--- src/rtl/read_arb_pkg.sv ---
// Shared types and helpers for the read-sequencer arbiter and its picker.
package read_arb_pkg;

    typedef enum logic [1:0] {IDLE, ISSUE, WAIT, REL} arb_state_t;

    localparam int MAX_NUM_REQ = 16;

    function automatic int clog2_min1(input int value);
        return (value <= 2) ? 1 : $clog2(value);
    endfunction

endpackage

--- src/rtl/rr_picker.sv ---
// Combinational round-robin pick: first set request at or above ptr_i, with wrap.
module rr_picker
    import read_arb_pkg::*;
#(
    parameter int NUM_REQ = 4,
    parameter int WIN_W   = clog2_min1(NUM_REQ)
) (
    input  logic [NUM_REQ-1:0] req_i,
    input  logic [WIN_W-1:0]   ptr_i,
    output logic               valid_o,
    output logic [WIN_W-1:0]   win_o
);

    int idx;

    // Scan from the farthest offset down so the nearest request to ptr_i wins.
    always_comb begin
        valid_o = 1'b0;
        win_o   = '0;
        idx     = 0;
        for (int off = NUM_REQ - 1; off >= 0; off--) begin
            idx = int'(ptr_i) + off;
            if (idx >= NUM_REQ) begin
                idx = idx - NUM_REQ;
            end
            if (req_i[idx[WIN_W-1:0]]) begin
                valid_o = 1'b1;
                win_o   = idx[WIN_W-1:0];
            end
        end
    end

endmodule

--- src/rtl/read_arbiter.sv ---
// Round-robin arbiter sharing one read-sequencer FSM among NUM_REQ requesters,
// with a watchdog on the sequencer's done strobe.
module read_arbiter
    import read_arb_pkg::*;
#(
    parameter int NUM_REQ = 4,
    parameter int TIMEOUT = 64
) (
    input  logic               clk,
    input  logic               rst_n,
    input  logic [NUM_REQ-1:0] req,
    output logic [NUM_REQ-1:0] gnt,
    output logic [NUM_REQ-1:0] done,
    output logic [NUM_REQ-1:0] err,
    output logic               start,
    input  logic               ds,
    output logic               busy
);

    localparam int WIN_W = clog2_min1(NUM_REQ);
    localparam int TMR_W = clog2_min1(TIMEOUT + 1);
    localparam logic [WIN_W-1:0] WIN_MAX  = WIN_W'(NUM_REQ - 1);
    localparam logic [TMR_W-1:0] TMR_LAST = TMR_W'(TIMEOUT - 1);

    if (NUM_REQ < 2 || NUM_REQ > MAX_NUM_REQ) begin : g_bad_num_req
        $error("read_arbiter: NUM_REQ out of range");
    end

    arb_state_t         state_q;
    logic [WIN_W-1:0]   win_q;
    logic [WIN_W-1:0]   ptr_q;
    logic [TMR_W-1:0]   timer_q;
    logic [NUM_REQ-1:0] gnt_q;
    logic [NUM_REQ-1:0] done_q;
    logic [NUM_REQ-1:0] err_q;
    logic               start_q;
    logic               busy_q;

    logic               pick_valid;
    logic [WIN_W-1:0]   pick_win;
    logic               timeout_hit;

    rr_picker #(
        .NUM_REQ (NUM_REQ),
        .WIN_W   (WIN_W)
    ) u_picker (
        .req_i   (req),
        .ptr_i   (ptr_q),
        .valid_o (pick_valid),
        .win_o   (pick_win)
    );

    assign timeout_hit = (TIMEOUT != 0) && (timer_q == TMR_LAST);

    function automatic logic [NUM_REQ-1:0] onehot(input logic [WIN_W-1:0] sel);
        return {{(NUM_REQ-1){1'b0}}, 1'b1} << sel;
    endfunction

    always_ff @(posedge clk or negedge rst_n) begin
        if (!rst_n) begin
            state_q <= IDLE;
            win_q   <= '0;
            ptr_q   <= '0;
            timer_q <= '0;
            gnt_q   <= '0;
            done_q  <= '0;
            err_q   <= '0;
            start_q <= 1'b0;
            busy_q  <= 1'b0;
        end else begin
            start_q <= 1'b0;
            done_q  <= '0;
            err_q   <= '0;
            case (state_q)
                IDLE: begin
                    if (pick_valid) begin
                        win_q   <= pick_win;
                        gnt_q   <= onehot(pick_win);
                        start_q <= 1'b1;
                        busy_q  <= 1'b1;
                        state_q <= ISSUE;
                    end
                end
                ISSUE: begin
                    timer_q <= '0;
                    state_q <= WAIT;
                end
                WAIT: begin
                    // ds has priority over a timeout landing in the same cycle.
                    if (ds) begin
                        gnt_q   <= '0;
                        done_q  <= onehot(win_q);
                        state_q <= REL;
                    end else if (timeout_hit) begin
                        gnt_q   <= '0;
                        err_q   <= onehot(win_q);
                        state_q <= REL;
                    end else if (timer_q != '1) begin
                        timer_q <= timer_q + 1'b1;
                    end
                end
                REL: begin
                    ptr_q   <= (win_q == WIN_MAX) ? '0 : win_q + 1'b1;
                    busy_q  <= 1'b0;
                    state_q <= IDLE;
                end
                default: state_q <= IDLE;
            endcase
        end
    end

    assign gnt   = gnt_q;
    assign done  = done_q;
    assign err   = err_q;
    assign start = start_q;
    assign busy  = busy_q;

endmodule

--- config.mk ---
export PLATFORM = sky130hd
export DESIGN_NAME = read_arbiter
export DESIGN_NICKNAME = d
export VERILOG_FILES = /design/src/rtl/read_arb_pkg.sv /design/src/rtl/rr_picker.sv /design/src/rtl/read_arbiter.sv
export SDC_FILE = /design/constraint.sdc
export NUM_CORES = 1
export LEC_CHECK = 0
export CAP_MARGIN = 20
export CORE_MARGIN = 2
export CORE_UTILIZATION = 54
export CTS_BUF_LIST = sky130_fd_sc_hd__clkbuf_8
export DETAILED_ROUTE_END_ITERATION = 10
export GPL_TIMING_DRIVEN = 0
export PLACE_DENSITY = 0.8
export SYNTH_ARGS = -nofsm -noshare
export SYNTH_HDL_FRONTEND = slang
export SYNTH_SLANG_ARGS = --single-unit
--- constraint.sdc ---
create_clock -name clk -period 1.9 [get_ports clk]
set_clock_uncertainty 0.15 [all_clocks]
set_input_delay 0.38 -clock clk [delete_from_list [all_inputs] [get_ports clk]]
set_output_delay 0.38 -clock clk [all_outputs]
set_load 0.01 [all_outputs]
==> results list, run 1 <==
* Result of the run: completed
- Syn nets: 140
* Cell taking the most area after synthesis: sky130_fd_sc_hd__dfrtp_1
* Starting density of the core: between 50% and 60%
- Counting the buffers created by CTS gives 3.
- Across every metal layer, demand over resource in global routing totals between 20% and 30%.
* Number of levels in the clock H-tree: 1
- Fmax: roughly 0.55 GHz
- Capturing element type of the critical path: flop
- Bufs on Longest Clock Path: 2
- The net count of the finished layout is around 170.
- The clock period could shrink to roughly 1.8 ns.
- Power spread over the standard cell area amounts to 1250 nW/µm².
* Path depth of the worst reg2reg path: 5
- ANT cells: 0
* Type of the setup path with the least slack: input port to flop
- The count of nets left with antenna violations once routing finished came out at 0.
* Arrival time at the worst endpoint: 1.86 ns
- For this design the top-level I/O count stands at 21.
- Setup repair after global routing left no endpoint under its margin.
- Via count of the first global-routing pass: 960
- Post-detailed-route DRC marker count: 0
- The synthesized design contains 27 register bits.
* Internal reg-to-reg setup slack: 0.12 ns
- Including well taps, the total number of placed cells is 172.
- In the final layout, the share of cells above drive strength 1 is between 10 and 15%.
* Wire length after detailed routing: 2450 µm
* Netlist area before placement: around 1300 µm²
* GP Congestion: 0.754
- The area growth from synthesis to layout is 26.0%.
* Critical path required time: about 1.9 ns
* Average via count per standard cell: between 5 and 6
- Die Height: ~53 µm
* Final worst-path cycle share: 95.8%
- The HPWL after detailed placement is between 1500 and 2000 µm.
- The layout has 165 filler cells.
* Width of the die: 53.3 µm
- In this run the static leakage power is 0.000776 µW.
- Slew Limit Headroom: between 70% and 80%
- Yosys mapped the design onto 32 distinct sky130hd cell types.
- Antenna violations before repair: 0
- In the synthesized netlist the async set-or-reset flop fraction comes to 100%.
- Number of max-capacitance violations reported: 0
- In the synthesized netlist, the number of instances is about 120.
- Number of sinks handled by clock tree synthesis: 27
- Number of synthesized flops with an enable pin: 0
* Most used standard cell by instance count after synthesis: sky130_fd_sc_hd__dfrtp_1
* Worst Hold Class: input port to async pin
- 1st-pass router iterations: 4
* Slew Limit Fails: 0
- For this run, the number of Yosys warnings is 0.
- # rows: 17
- Worst-Skew Late Latency: roughly 0.26 ns
* Actual transition at the worst max-transition pin: about 0.44 ns
* Leading post-synthesis cells by cell area: sky130_fd_sc_hd__dfrtp_1 (52%), sky130_fd_sc_hd__ha_1 (9.5%), sky130_fd_sc_hd__o21ai_0 (3.8%)
- The commonest cells after synthesis are sky130_fd_sc_hd__dfrtp_1 (27), sky130_fd_sc_hd__ha_1 (10), sky130_fd_sc_hd__nand2_1 (10), sky130_fd_sc_hd__o21ai_0 (10), sky130_fd_sc_hd__inv_1 (9).
- Wirelength per Cell: 13.9 µm
* Launch instance of the worst register-to-register path: state_q[0]
- Area of the core: 2250 µm²
- Port buffering added 20 buffers.
- Worst slack at placement: -0.306 ns
- After clock tree synthesis, the clock-pin slew on the worst setup and hold paths is 0.09 ns.
- Maximum vdd drop: 877 µV
- GRT overflow: 0
* Number of buffers inserted by hold repair at cts: 0
- The first routing iteration left 15 violations.
* Endpoints failing setup: 0
- Number of hold violations in the final report: 0
- Summed over its instances, the top area cell type makes up 51.5% of the synthesized netlist area.
- Once routing completed, OpenROAD measured the worst setup slack at 0.0806 ns.
- The first global-routing pass estimated 4160 µm of wire.
- Worst Setup Start Kind: input port
* CTS tree: done
* Full die area: about 2800 µm²
- Post-layout instance count excluding filler cells: roughly 180
* Maximum fanout encountered on the critical timing path: 5
- After synthesis, the mean cell area works out to 10.7 µm².
- In the synthesized netlist the dominant register cell turns out to be sky130_fd_sc_hd__dfrtp_1.
* Vias after detailed routing: 997
- Seq/Total Area, Yosys: 51.5%
- The most critical setup path has its startpoint at req[0].
- Crit Reg-Reg Endpoint: state_q[1]
- Entering global routing, the biggest net connects 22 pins.
* CTS Root Cell: sky130_fd_sc_hd__clkbuf_8
-- registers in the layout, summed over array words and instances (netlist names) --
| signal | count |
|---|---|
| ptr_q | 2 |
| done | 4 |
| win_q | 2 |
| state_q | 2 |
| err | 4 |
| timer_q | 7 |
| busy | 1 |
| start | 1 |
| gnt | 4 |
-- worst max-delay path by stage --
| stage | slack (ns) | cells past startpoint | endpoint |
|---|---|---|---|
| 2_1_floorplan | 0.24 | 5 | state_q[1] |
| 3_3_place_gp | -0.23 | 5 | state_q[1] |
| 3_5_place_dp | -0.31 | 5 | state_q[1] |
| 4_1_cts | 0.02 | 5 | state_q[1] |
| 5_1_grt | 0.01 | 6 | gnt[0] |
| 6_report | 0.08 | 6 | gnt[3] |
-- worst max-delay path, cell delays in order --
cell	delay, ns
sky130_fd_sc_hd__clkdlybuf4s50_1	0.50
sky130_fd_sc_hd__a21oi_2	0.18
sky130_fd_sc_hd__o21ai_1	0.08
sky130_fd_sc_hd__a2bb2o_4	0.23
sky130_fd_sc_hd__or3_1	0.35
sky130_fd_sc_hd__o21ai_1	0.15
-- per-stage QoR --
stage               total power (µW)  hold WS, ns  utilization, %  cell area [µm²]  setup TNS (ns)
CTS                             2060        0.274            72.4             1630               0
floorplan                       1400      -0.0656               -             1310               0
finish                          2070        0.268            73.3             1650               0
global route                    2230        0.280            73.3             1650               0
global placement                1680        0.334            68.6             1550           -2.31
detailed placement              1730        0.351            69.8             1570           -2.15
-- per-layer routing --
layer  wire [µm]  track usage [%]
met1        1100             26.1
met2        1230             35.2
met3         108             2.82
met4           9             6.41
met5           0                0
-- power by group --
group | total [µW] | leakage (µW) | switching (µW) | internal, µW
clock | 312 | 0.0000269 | 168 | 144
combinational | 894 | 0.000391 | 458 | 436
sequential | 863 | 0.000358 | 132 | 730
-- final cells by class --
cell class | instances | area, µm² | area share [%]
plain buffers | 1 | 5.00 | 0.303
repair buffers | 22 | 235 | 14.2
inverters | 9 | 33.8 | 2.04
well taps | 28 | 35.0 | 2.12
clock buffers | 3 | 41.3 | 2.50
clock inverters | 1 | 3.75 | 0.227
multi-input cells | 86 | 623 | 37.7
flip-flops and latches | 27 | 676 | 40.9
-- placed cells by master (no fill, tap or decap), types with 2 or more instances in the layout --
cell                               n
sky130_fd_sc_hd__clkbuf_8          3
sky130_fd_sc_hd__and2_1            5
sky130_fd_sc_hd__nand4_1           2
sky130_fd_sc_hd__clkdlybuf4s50_1  20
sky130_fd_sc_hd__o21ai_1           5
sky130_fd_sc_hd__nand3b_1          2
sky130_fd_sc_hd__ha_1             10
sky130_fd_sc_hd__o21ai_0          10
sky130_fd_sc_hd__a21oi_1           3
sky130_fd_sc_hd__nor2_1            5
sky130_fd_sc_hd__inv_1            10
sky130_fd_sc_hd__nand2_1           9
sky130_fd_sc_hd__nand3_1           4
sky130_fd_sc_hd__dfrtp_1          27
sky130_fd_sc_hd__mux2_2            3
sky130_fd_sc_hd__and3_1            5
sky130_fd_sc_hd__nand2b_1          5
-- kinds of logic (layout without fill, tap and decap cells) --
kind of cell	after synthesis	count (layout)	share of synthesized area, %
adders and majority gates	10	10	9.54
and+or+nand+nor	45	45	18.4
DFF	27	27	51.5
xor gates and xnor gates	1	1	0.668
AOI/OAI and AO/OA	26	26	13.6
muxes	4	4	3.34
buffers and inverters	10	36	2.86
-- repair_timing --
action | CTS | global route
setup endpoints to repair | 1 | 6
pin swaps | 0 | 1
gates cloned | 0 | 0
gates resized for setup | 2 | 5
buffers inserted | 0 | 1
Note: power is estimated with default switching activity, not from simulation.
==> run 2: changes to the inputs <==
--- a/config.mk
+++ b/config.mk
@@ -5,7 +5,6 @@
 export SDC_FILE = /design/constraint.sdc
 export NUM_CORES = 1
 export LEC_CHECK = 0
-export CAP_MARGIN = 20
 export CORE_MARGIN = 2
 export CORE_UTILIZATION = 54
 export CTS_BUF_LIST = sky130_fd_sc_hd__clkbuf_8
==> run 2 against run 1 <==
Compared with the run above:
- largest power group unchanged
- utilization fell by 1.7 points
- combinational power fell by 0.9%
- highest routed layer unchanged
- non-clock buffer count fell by 1
- sequential power barely moved
- maximum frequency fell by 1.7%
==> results list, run 2 (synthesized netlist as in run 1, its figures left out) <==
- Worst Setup Start Kind: flop
* Most used routing layer in global routing: met2
- The starting density of the core came to 58.2% (unchanged).
* Maximum cell stage delay along the critical path: 0.54 ns (+0.04 ns)
- Bufs on Longest Clock Path: 2 (unchanged)
- The final wirelength was 2450 µm (-0.12%).
- The cell sitting at the root of the clock tree is a sky130_fd_sc_hd__clkbuf_8.
- 1st-pass router iterations: 4 (unchanged)
- The fmax was 0.541 GHz (-1.7%).
- Area of the core: 2250 µm² (unchanged)
- I/O pin total: 21 (unchanged)
* Most frequent standard cell in the layout excluding fill and tap cells: sky130_fd_sc_hd__dfrtp_1
- Wirelength per Cell: 13.9 µm (+0.45%)
* Critical path required time: 1.96 ns (+0.02 ns)
- The final number of hold-violating endpoints is 0 (unchanged).
* Via count of the first global-routing pass: 944 (-1.7%)
* # rows: 17 (unchanged)
* Fraction of layout instances using a drive strength above 1: 11.5% (-0.59 points)
- Width of the die: 53.3 µm (unchanged)
* Violation count after the first detailed-route iteration: 15 (unchanged)
- Number of sinks handled by clock tree synthesis: 27 (unchanged)
* Clock slew at the register clock pins of the worst setup and hold paths: 0.09 ns (about the same)
* GP Congestion: 0.754 (unchanged)
- RSZ-0062 raised after global routing: true
- The count of endpoints failing setup in the final report is 0 (unchanged).
* Largest net degree at the start of global routing: 28 (+27%)
- The met2 usage in global routing is 36.2% (+1.0 points).
* Result of the run: completed
* Worst Hold Class: flop to flop
- Arrival time at the worst endpoint: 1.91 ns (+0.05 ns)
* Die Height: 53.3 µm (unchanged)
- The maximum vdd ir drop was 935 µV (+6.6%).
- Worst-Skew Late Latency: 0.27 ns (about the same)
- The number of max-cap violations came to 0 (unchanged).
- The total half-perimeter wirelength after legalization and detailed placement was 1820 µm (-2.4%).
* Average via count per standard cell: 5.55 (-1.4%)
* Actual transition at the worst max-transition pin: 1.17 ns (+0.732 ns)
- ANT cells: 0 (unchanged)
- The register with the most flip-flops in the final layout is timer_q.
- The number of buffers added on ports is 20 (unchanged).
* Max stage delay cell, worst path: sky130_fd_sc_hd__nor4_1
- Type of the setup path with the least slack: flop to flop
* Post-layout instance count excluding filler cells: 176 (-0.56%)
- Number of buffers inserted by hold repair at cts: 0 (unchanged)
* Worst hold-check slack: 0.363 ns (+0.0947 ns)
* GRT overflow: 0 (unchanged)
* Maximum fanout encountered on the critical timing path: 4 (-1)
* Full die area: 2840 µm² (unchanged)
- GR Layer Usage met1: 25.6% (-0.46 points)
* Final #Nets: 166 (-0.60%)
- Time the final worst path needs with I/O delays and setup: 1.85 ns (+0.0306 ns)
- The number of antenna violations at the first check in global routing was 0 (unchanged).
- The power density over the cells is 1280 nW/µm² (+2.4%).
- The total number of vias was 977 (-2.0%).
* Final worst-path cycle share: 97.4% (+1.6 points)
- The signal on the critical path passes through inv_1, ha_1, nand2b_1, nor4_1, and2_1.
- Static leakage power: 0.000760 µW (-2.1%)
* Area grow syn2layout: 23.1%
* Max reg flops: 7 (unchanged)
* Slew Limit Headroom: 21.8% (-49 points)
* Slew Limit Fails: 0 (unchanged)
- STA classifies the critical path endpoint as a flop.
* Number of levels in the clock H-tree: 1 (unchanged)
* Commonest non-fill, non-tap cells in the layout: sky130_fd_sc_hd__dfrtp_1 (27), sky130_fd_sc_hd__clkdlybuf4s50_1 (20), sky130_fd_sc_hd__o21ai_0 (10), sky130_fd_sc_hd__ha_1 (10)
- Post-detailed-route DRC marker count: 0 (unchanged)
- The global-route wire length before repair is 4180 µm (+0.50%).
- Post-route ant nets: 0 (unchanged)
- The number of buffers created by CTS was 3 (unchanged).
- Global Route Usage Sum: 20.3% (-0.085 points)
* CTS tree: done
- The placed cell count was 171 (-0.58%).
* Met3 Usage GRT: 2.54% (-0.28 points)
run 2: cell count changes in the layout (fill, tap and decap cells not counted):
cell	delta
sky130_fd_sc_hd__nor4_1	+1
sky130_fd_sc_hd__o21ba_4	-1
sky130_fd_sc_hd__clkinv_2	+1
sky130_fd_sc_hd__nor4_2	-1
sky130_fd_sc_hd__buf_16	-1
sky130_fd_sc_hd__inv_1	-1
sky130_fd_sc_hd__o21ba_2	+1
run 2: cell type report:
type,instances,area (µm²)
inverter,9,33.8
multi-input combinational,86,611
tap,28,35.0
fill,183,641
buffer,1,5.00
timing repair buffer,21,208
clock buffer,3,41.3
clock inverter,1,5.00
sequential,27,676
run 2: critical path, delay by kind of cell (launching register included):
family,cells,cell delay (ns)
flip-flops,1,0.41
adder cells (fa/ha/maj),1,0.21
AND/OR/NAND/NOR,3,0.90
buffers and inverters,1,0.13
run 2: path summary, 6_finish.rpt:
check / from / end / slack, ns / cells past startpoint
setup / recovery: state_q[0] / err[3] / 0.05 / 5
max in group asynchronous: rst_n / busy / 0.32 / 1
min in group asynchronous: rst_n / err[0] / 0.58 / 1
setup reg to reg: state_q[0] / err[3] / 0.05 / 5
hold reg to reg: timer_q[5] / timer_q[5] / 0.36 / 1
hold / removal: timer_q[5] / timer_q[5] / 0.36 / 1
run 2: stage by stage:
| stage | TNS (ns) | total power [µW] | setup WS [ns] | cell area, µm² | util (%) |
|---|---|---|---|---|---|
| 6_report | 0 | 2070 | 0.0501 | 1610 | 71.6 |
| 5_1_grt | -0.284 | 2240 | -0.0571 | 1610 | 71.6 |
| 4_1_cts | 0 | 2050 | 0.0207 | 1600 | 71.0 |
| 3_5_place_dp | -3.59 | 1720 | -0.309 | 1550 | 68.6 |
| 3_3_place_gp | -2.31 | 1680 | -0.229 | 1550 | 68.6 |
| 2_1_floorplan | 0 | 1400 | 0.240 | 1310 | - |
run 2: routing by layer:
metal  routed length [µm]  up-vias
met2                 1280       20
met3                   76        2
met4                    9        0
met1                 1080      484
met5                    0        -
li1                     -      471
run 2: power by group:
group / total (µW) / internal, µW / switching (µW)
logic: 886 / 426 / 460
clock network: 322 / 147 / 175
registers: 862 / 730 / 131
total: 2070 / 1300 / 766
run 2: timing repair:
action,4_1_cts,5_1_grt
pin swaps,0,1
buffers inserted,0,1
endpoints found under the setup margin,1,13
resized for setup,1,4
